**config.mk**
```make
export PLATFORM = sky130hd
export DESIGN_NAME = conv_fmap_collector
export DESIGN_NICKNAME = d
export VERILOG_FILES = /design/src/rtl/conv_pkg.sv /design/src/rtl/fmap_buffer.sv /design/src/rtl/conv_fmap_collector.sv
export SDC_FILE = /design/constraint.sdc
export NUM_CORES = 2
export LEC_CHECK = 0
export ABC_CLOCK_PERIOD_IN_PS = 27200
export BUFFER_PORTS_ARGS = -buffer_cell sky130_fd_sc_hd__clkbuf_2
export CORE_MARGIN = 2
export CORE_UTILIZATION = 62
export CTS_CLUSTER_SIZE = 10
export DETAILED_ROUTE_END_ITERATION = 16
export HOLD_SLACK_MARGIN = 0.03
export PLACE_DENSITY = 0.79
export SYNTH_ARGS = -nofsm -noshare
export SYNTH_HDL_FRONTEND = slang
export SYNTH_HIERARCHICAL = 1
export SYNTH_SLANG_ARGS = --single-unit
```
**constraint.sdc**
```tcl
create_clock -name clk -period 27.2 [get_ports clk]
set_clock_uncertainty 0.2 [all_clocks]
set_input_delay 4.08 -clock clk [delete_from_list [all_inputs] [get_ports clk]]
set_output_delay 4.08 -clock clk [all_outputs]
set_load 0.01 [all_outputs]
```
**src/rtl/conv_pkg.sv**
```systemverilog
// conv_pkg: state type and helpers shared by the conv controllers.
package conv_pkg;

  typedef enum logic [1:0] {
    IDLE,
    CAPTURE,
    DRAIN,
    DONE
  } cfc_state_t;

  // Keep-gate on the sign bit, so callers of any data width can apply it.
  function automatic logic relu(
    input logic sign,
    input logic en
  );
    return !(en && sign);
  endfunction

endpackage

```
**src/rtl/fmap_buffer.sv**
```systemverilog
// fmap_buffer: column-wide write, single-element registered read.
module fmap_buffer #(
  parameter int DW    = 32,
  parameter int LANES = 10,
  parameter int COLS  = 10,
  parameter int CW    = 4,
  parameter int RW    = 4
) (
  input  logic                       clk,
  input  logic                       rst_n,
  input  logic                       wr_en,
  input  logic [CW-1:0]              wr_col,
  input  logic [LANES-1:0][DW-1:0]   wr_data,
  input  logic                       rd_en,
  input  logic [RW-1:0]              rd_row,
  input  logic [CW-1:0]              rd_col,
  output logic [DW-1:0]              rd_data
);

  logic [LANES-1:0][DW-1:0] mem [COLS];

  always_ff @(posedge clk) begin
    if (wr_en) mem[wr_col] <= wr_data;
  end

  always_ff @(posedge clk or negedge rst_n) begin
    if (!rst_n) begin
      rd_data <= '0;
    end else if (rd_en) begin
      rd_data <= mem[rd_col][rd_row];
    end
  end

endmodule

```
**src/rtl/conv_fmap_collector.sv**
```systemverilog
// conv_fmap_collector: captures conv columns into a feature map,
// then drains it row-major over a valid/ready stream.
module conv_fmap_collector
  import conv_pkg::*;
#(
  parameter int DATA_WIDTH = 32,
  parameter int NUM_LANES  = 10,
  parameter int NUM_COLS   = 10,
  parameter bit RELU_EN    = 1'b1
) (
  input  logic                                 clk,
  input  logic                                 rst_n,
  input  logic                                 start,
  input  logic                                 in_valid,
  input  logic [NUM_LANES-1:0][DATA_WIDTH-1:0] in_data,
  output logic                                 in_ready,
  output logic                                 out_valid,
  input  logic                                 out_ready,
  output logic [DATA_WIDTH-1:0]                out_data,
  output logic                                 out_last,
  output logic                                 done,
  output logic                                 err
);

  localparam int TOTAL = NUM_LANES * NUM_COLS;
  localparam int CW = (NUM_COLS > 1) ? $clog2(NUM_COLS) : 1;
  localparam int RW = (NUM_LANES > 1) ? $clog2(NUM_LANES) : 1;
  localparam int IW = $clog2(TOTAL + 1);
  localparam logic [CW-1:0] COL_MAX = CW'(NUM_COLS - 1);
  localparam logic [RW-1:0] ROW_MAX = RW'(NUM_LANES - 1);
  localparam logic [IW-1:0] TOT     = IW'(TOTAL);
  localparam logic [IW-1:0] LAST    = IW'(TOTAL - 1);

  cfc_state_t state;
  logic [CW-1:0] col_cnt;
  logic [RW-1:0] rd_row;
  logic [CW-1:0] rd_col;
  logic [IW-1:0] idx;
  logic rd_v;
  logic rd_last;
  logic adv;
  logic wr_en;
  logic rd_en;
  logic [NUM_LANES-1:0][DATA_WIDTH-1:0] wr_data;
  logic [DATA_WIDTH-1:0] rd_data;

  always_comb begin
    wr_data = in_data;
    for (int r = 0; r < NUM_LANES; r++) begin
      wr_data[r] = in_data[r] &
        {DATA_WIDTH{relu(in_data[r][DATA_WIDTH-1], RELU_EN)}};
    end
  end

  // Read stage and output stage stall together, so no skid buffer is needed.
  assign adv   = (state == DRAIN) && (!out_valid || out_ready);
  assign wr_en = in_valid && in_ready;
  assign rd_en = adv && (idx != TOT);

  fmap_buffer #(
    .DW    (DATA_WIDTH),
    .LANES (NUM_LANES),
    .COLS  (NUM_COLS),
    .CW    (CW),
    .RW    (RW)
  ) u_buf (
    .clk     (clk),
    .rst_n   (rst_n),
    .wr_en   (wr_en),
    .wr_col  (col_cnt),
    .wr_data (wr_data),
    .rd_en   (rd_en),
    .rd_row  (rd_row),
    .rd_col  (rd_col),
    .rd_data (rd_data)
  );

  always_ff @(posedge clk or negedge rst_n) begin
    if (!rst_n) begin
      state     <= IDLE;
      col_cnt   <= '0;
      rd_row    <= '0;
      rd_col    <= '0;
      idx       <= '0;
      rd_v      <= 1'b0;
      rd_last   <= 1'b0;
      in_ready  <= 1'b0;
      out_valid <= 1'b0;
      out_last  <= 1'b0;
      out_data  <= '0;
      done      <= 1'b0;
      err       <= 1'b0;
    end else begin
      done <= 1'b0;
      if (in_valid && !in_ready) err <= 1'b1;
      unique case (state)
        IDLE: begin
          if (start) begin
            state    <= CAPTURE;
            col_cnt  <= '0;
            err      <= 1'b0;
            in_ready <= 1'b1;
          end
        end
        CAPTURE: begin
          if (wr_en) begin
            if (col_cnt == COL_MAX) begin
              col_cnt  <= '0;
              in_ready <= 1'b0;
              state    <= DRAIN;
            end else begin
              col_cnt <= col_cnt + CW'(1);
            end
          end
        end
        DRAIN: begin
          if (adv) begin
            out_valid <= rd_v;
            out_last  <= rd_last;
            out_data  <= rd_data;
            rd_v      <= (idx != TOT);
            rd_last   <= (idx == LAST);
            if (idx != TOT) begin
              idx <= idx + IW'(1);
              if (rd_col == COL_MAX) begin
                rd_col <= '0;
                rd_row <= (rd_row == ROW_MAX) ? '0 : rd_row + RW'(1);
              end else begin
                rd_col <= rd_col + CW'(1);
              end
            end
          end
          if (out_valid && out_ready && out_last) begin
            state     <= DONE;
            done      <= 1'b1;
            idx       <= '0;
            rd_v      <= 1'b0;
            out_valid <= 1'b0;
            out_last  <= 1'b0;
          end
        end
        DONE: state <= IDLE;
      endcase
    end
  end

endmodule
```
==> run summary <==
Mean routed wirelength per cell - 36.92 um
DRC violations left - 0
Number of distinct standard cells referenced by the synthesized netlist - 83
Library cell used as clock root buffer - clkbuf_16
Outcome - finished clean
Initial Util - 62.21%
Antenna violations before repair - 27
Congestion Overflow GR - 0
Worst max-slew margin expressed relative to the limit - 10.37%
Top flip-flop cell by instance count after synthesis - edfxtp_1
Number of sinks handled by clock tree synthesis - 3,292
Global Route Usage Sum - 33.42%
EDFF count, synth - 3,200
Number of hold buffers added after cts - 0
Gate count after technology mapping - 5,971
Pin count of the biggest net entering global routing - 133
Total count of hold-check failures in the final report - 0
Layout Nets - 6,956
Starting DRC count in detailed routing - 11.32k
Leading cell types in the layout, fill and taps excluded - edfxtp_1, mux4_2, clkbuf_16
Number of setup buffers added after CTS - 0
Mean instance size in the synthesized netlist - 21.51 um2
Number of synthesized register bits - 3,292
Final period demand of the worst path - 8808 ps
Transition at the pin with the smallest max-transition slack - 1345 ps
Setup TNS - 0 ps
Number of cells upsized or downsized after cts - 0
RSZ-0062 raised after global routing - no
Ratio of cells with drive above 1 in the final layout - 25.92%
Global-route wire length before repair - 495,300 um
Floorplan Core Area - 0.2064 mm2
Endpoints failing setup - 0
Crit path max fanout - 98
Post-synth top area share - 74.82%
Floorplan die area - 0.2108 mm2
Final hold slack - 286.0 ps
Total number of yosys warnings - 6
Synth-to-layout area growth - 12.13%
Max Cap Viol - 0
Total clock buffers created by CTS - 382
Count of final max-slew check failures - 0
Leading cell type in the layout, fill and taps excluded - edfxtp_1
Remaining antenna violation count - 0
Vias in the first global route - 67.64k
Half-perimeter wire length of the detailed placement result - 188,500 um
Total detailed-routing wirelength - 351,200 um
Upper clock frequency limit - 113.5 MHz
Area of the mapped netlist - 0.1284 mm2
Register area share after synthesis - 76.61%
Clock transition time at the flip-flop clock pins of the worst setup and hold paths - 60 ps
Number of top-level pins - 362
Ys async rst share - 2.795%
Post-DR vias/cell - 7.071
Worst endpoint data arrival time - 9140 ps
Max VDD drop - 0.1014 mV
Required time reported for the critical path endpoint - 27,540 ps
Cell taking the most area after synthesis - edfxtp_1
Total of fill cells in the finished design - 11.76k
Cell types with the largest area share after synthesis - edfxtp_1, mux4_2, mux2i_1
Share of the cycle needed by the critical path after routing - 32.38%
Class of the tightest hold or removal check - reg -> reg
Type of element capturing the critical path - register
Final weighted congestion of routability-driven global placement - 0.8198
Drt pass-1 iters - 6
Bufs on Longest Clock Path - 4
Vertical extent of the die - 459.1 um
Number of standard-cell rows in the floorplan - 167
Max H-tree Level - 5
Vias after detailed routing - 67.26k
Die outline width - 459.1 um
Worst Setup Start Kind - input pin
Worst Path Class, Setup - in -> reg
Clock tree from TritonCTS - yes
Worst-Skew Late Latency - 970 ps
Count of input and output buffers - 361
Leak Pwr - 0.04719 uW
PwrDens - 102.3 mW/mm2
==> critical path, stage by stage <==
cell and delay [ps]:
clkbuf_2 110, and2_1 220, nand3b_1 350, nor3_4 250, buf_4 670, buf_4 790, buf_4 850, buf_4 810
buf_12 430
==> cell families after synthesis <==
kind of cell               Yosys count  share of synthesized area (%)
DFF                               3292                          76.61
buffers and inverters              356                          1.588
other                                1                       0.002920
adders and majority gates            8                        0.07794
AOI/OAI and AO/OA                  418                          2.330
and+or+nand+nor                    756                          3.173
xor gates and xnor gates             4                        0.02728
muxes                             1136                          16.19
==> area by class of cell <==
type | instances | area [um2] | share of cell area (%)
sequential | 3292 | 98420 | 68.34
timing repair buffer | 504 | 3164 | 2.197
clock inverter | 14 | 136.4 | 0.09471
clock buffer | 537 | 10230 | 7.101
antenna | 17 | 42.54 | 0.02954
tap | 2704 | 3383 | 2.349
inverter | 21 | 83.83 | 0.05821
multi-input combinational | 2422 | 28550 | 19.83
==> cell usage after synthesis, drive strengths merged (5+ instances only) <==
cell        n
nor2       56
a2111oi    12
buf       230
a311oi      6
a32oi      19
and2       11
nand4       8
o21ai      40
a21oi      67
or3         6
o2111ai    16
o2111a      7
mux4      746
nand3      78
nor2b     338
inv        18
o22ai      33
nand2b     12
o221ai      5
o31ai       9
ha          8
clkbuf    105
mux2       63
a22oi      80
a211oi     35
mux2i     327
and3        8
a221oi      9
nand2     184
dfrtp      92
a31oi      19
o211ai     24
or3b        7
edfxtp   3200
nand3b      5
nor3       22
==> per-stage QoR <==
stage          utilization (%)  total power (uW)  instance area, um2  setup slack (ps)  instances
6_report                 69.76             14730              144000             18390       9511
5_1_grt                  69.75             15100              144000             18300       9506
4_1_cts                  69.73             14720              144000             18600       9494
3_5_place_dp             64.71             10270              133600             17650       8943
3_3_place_gp             64.71             10190              133600             17610       8942
2_1_floorplan                -              9196              128800              7982       6070
==> state kept, by name (all words and copies together), names as in the netlist, 2 cells and up <==
name	count
out_data	32
col_cnt	4
u_buf/mem	3200
rd_col	4
rd_row	4
u_buf/rd_data	32
state	2
idx	7
==> path summary, 6_finish.rpt <==
path	startpoint	endpoint	slack, ps	depth (start not counted)
max	in_valid	u_buf/mem[4][197]	18390	9
min	u_buf/rd_data[19]	out_data[19]	290	1
max reg2reg	rd_col[2]	u_buf/rd_data[31]	21200	9
min reg2reg	u_buf/rd_data[19]	out_data[19]	290	1
max in group asynchronous	rst_n	rd_col[0]	22350	2
min in group asynchronous	rst_n	idx[4]	2920	1
==> per-layer routing <==
| layer | GRT usage, % | up-vias | share of wire (%) |
|---|---|---|---|
| met3 | 8.210 | 999 | 13 |
| met2 | 51.25 | 5646 | 47 |
| li1 | - | 25940 | - |
| met5 | 0 | - | 0.034 |
| met4 | 18.35 | 16 | 6.3 |
| met1 | 44.87 | 34650 | 33 |
==> where the power goes <==
part | internal [uW] | total, uW | switching [uW] | leakage (uW)
combinational | 1620 | 3980 | 2360 | 0.0116
sequential | 6050 | 6300 | 253 | 0.0305
clock | 2580 | 4450 | 1870 | 0.00500
total | 10200 | 14700 | 4480 | 0.0472
Power figures use the tool's default switching activity.
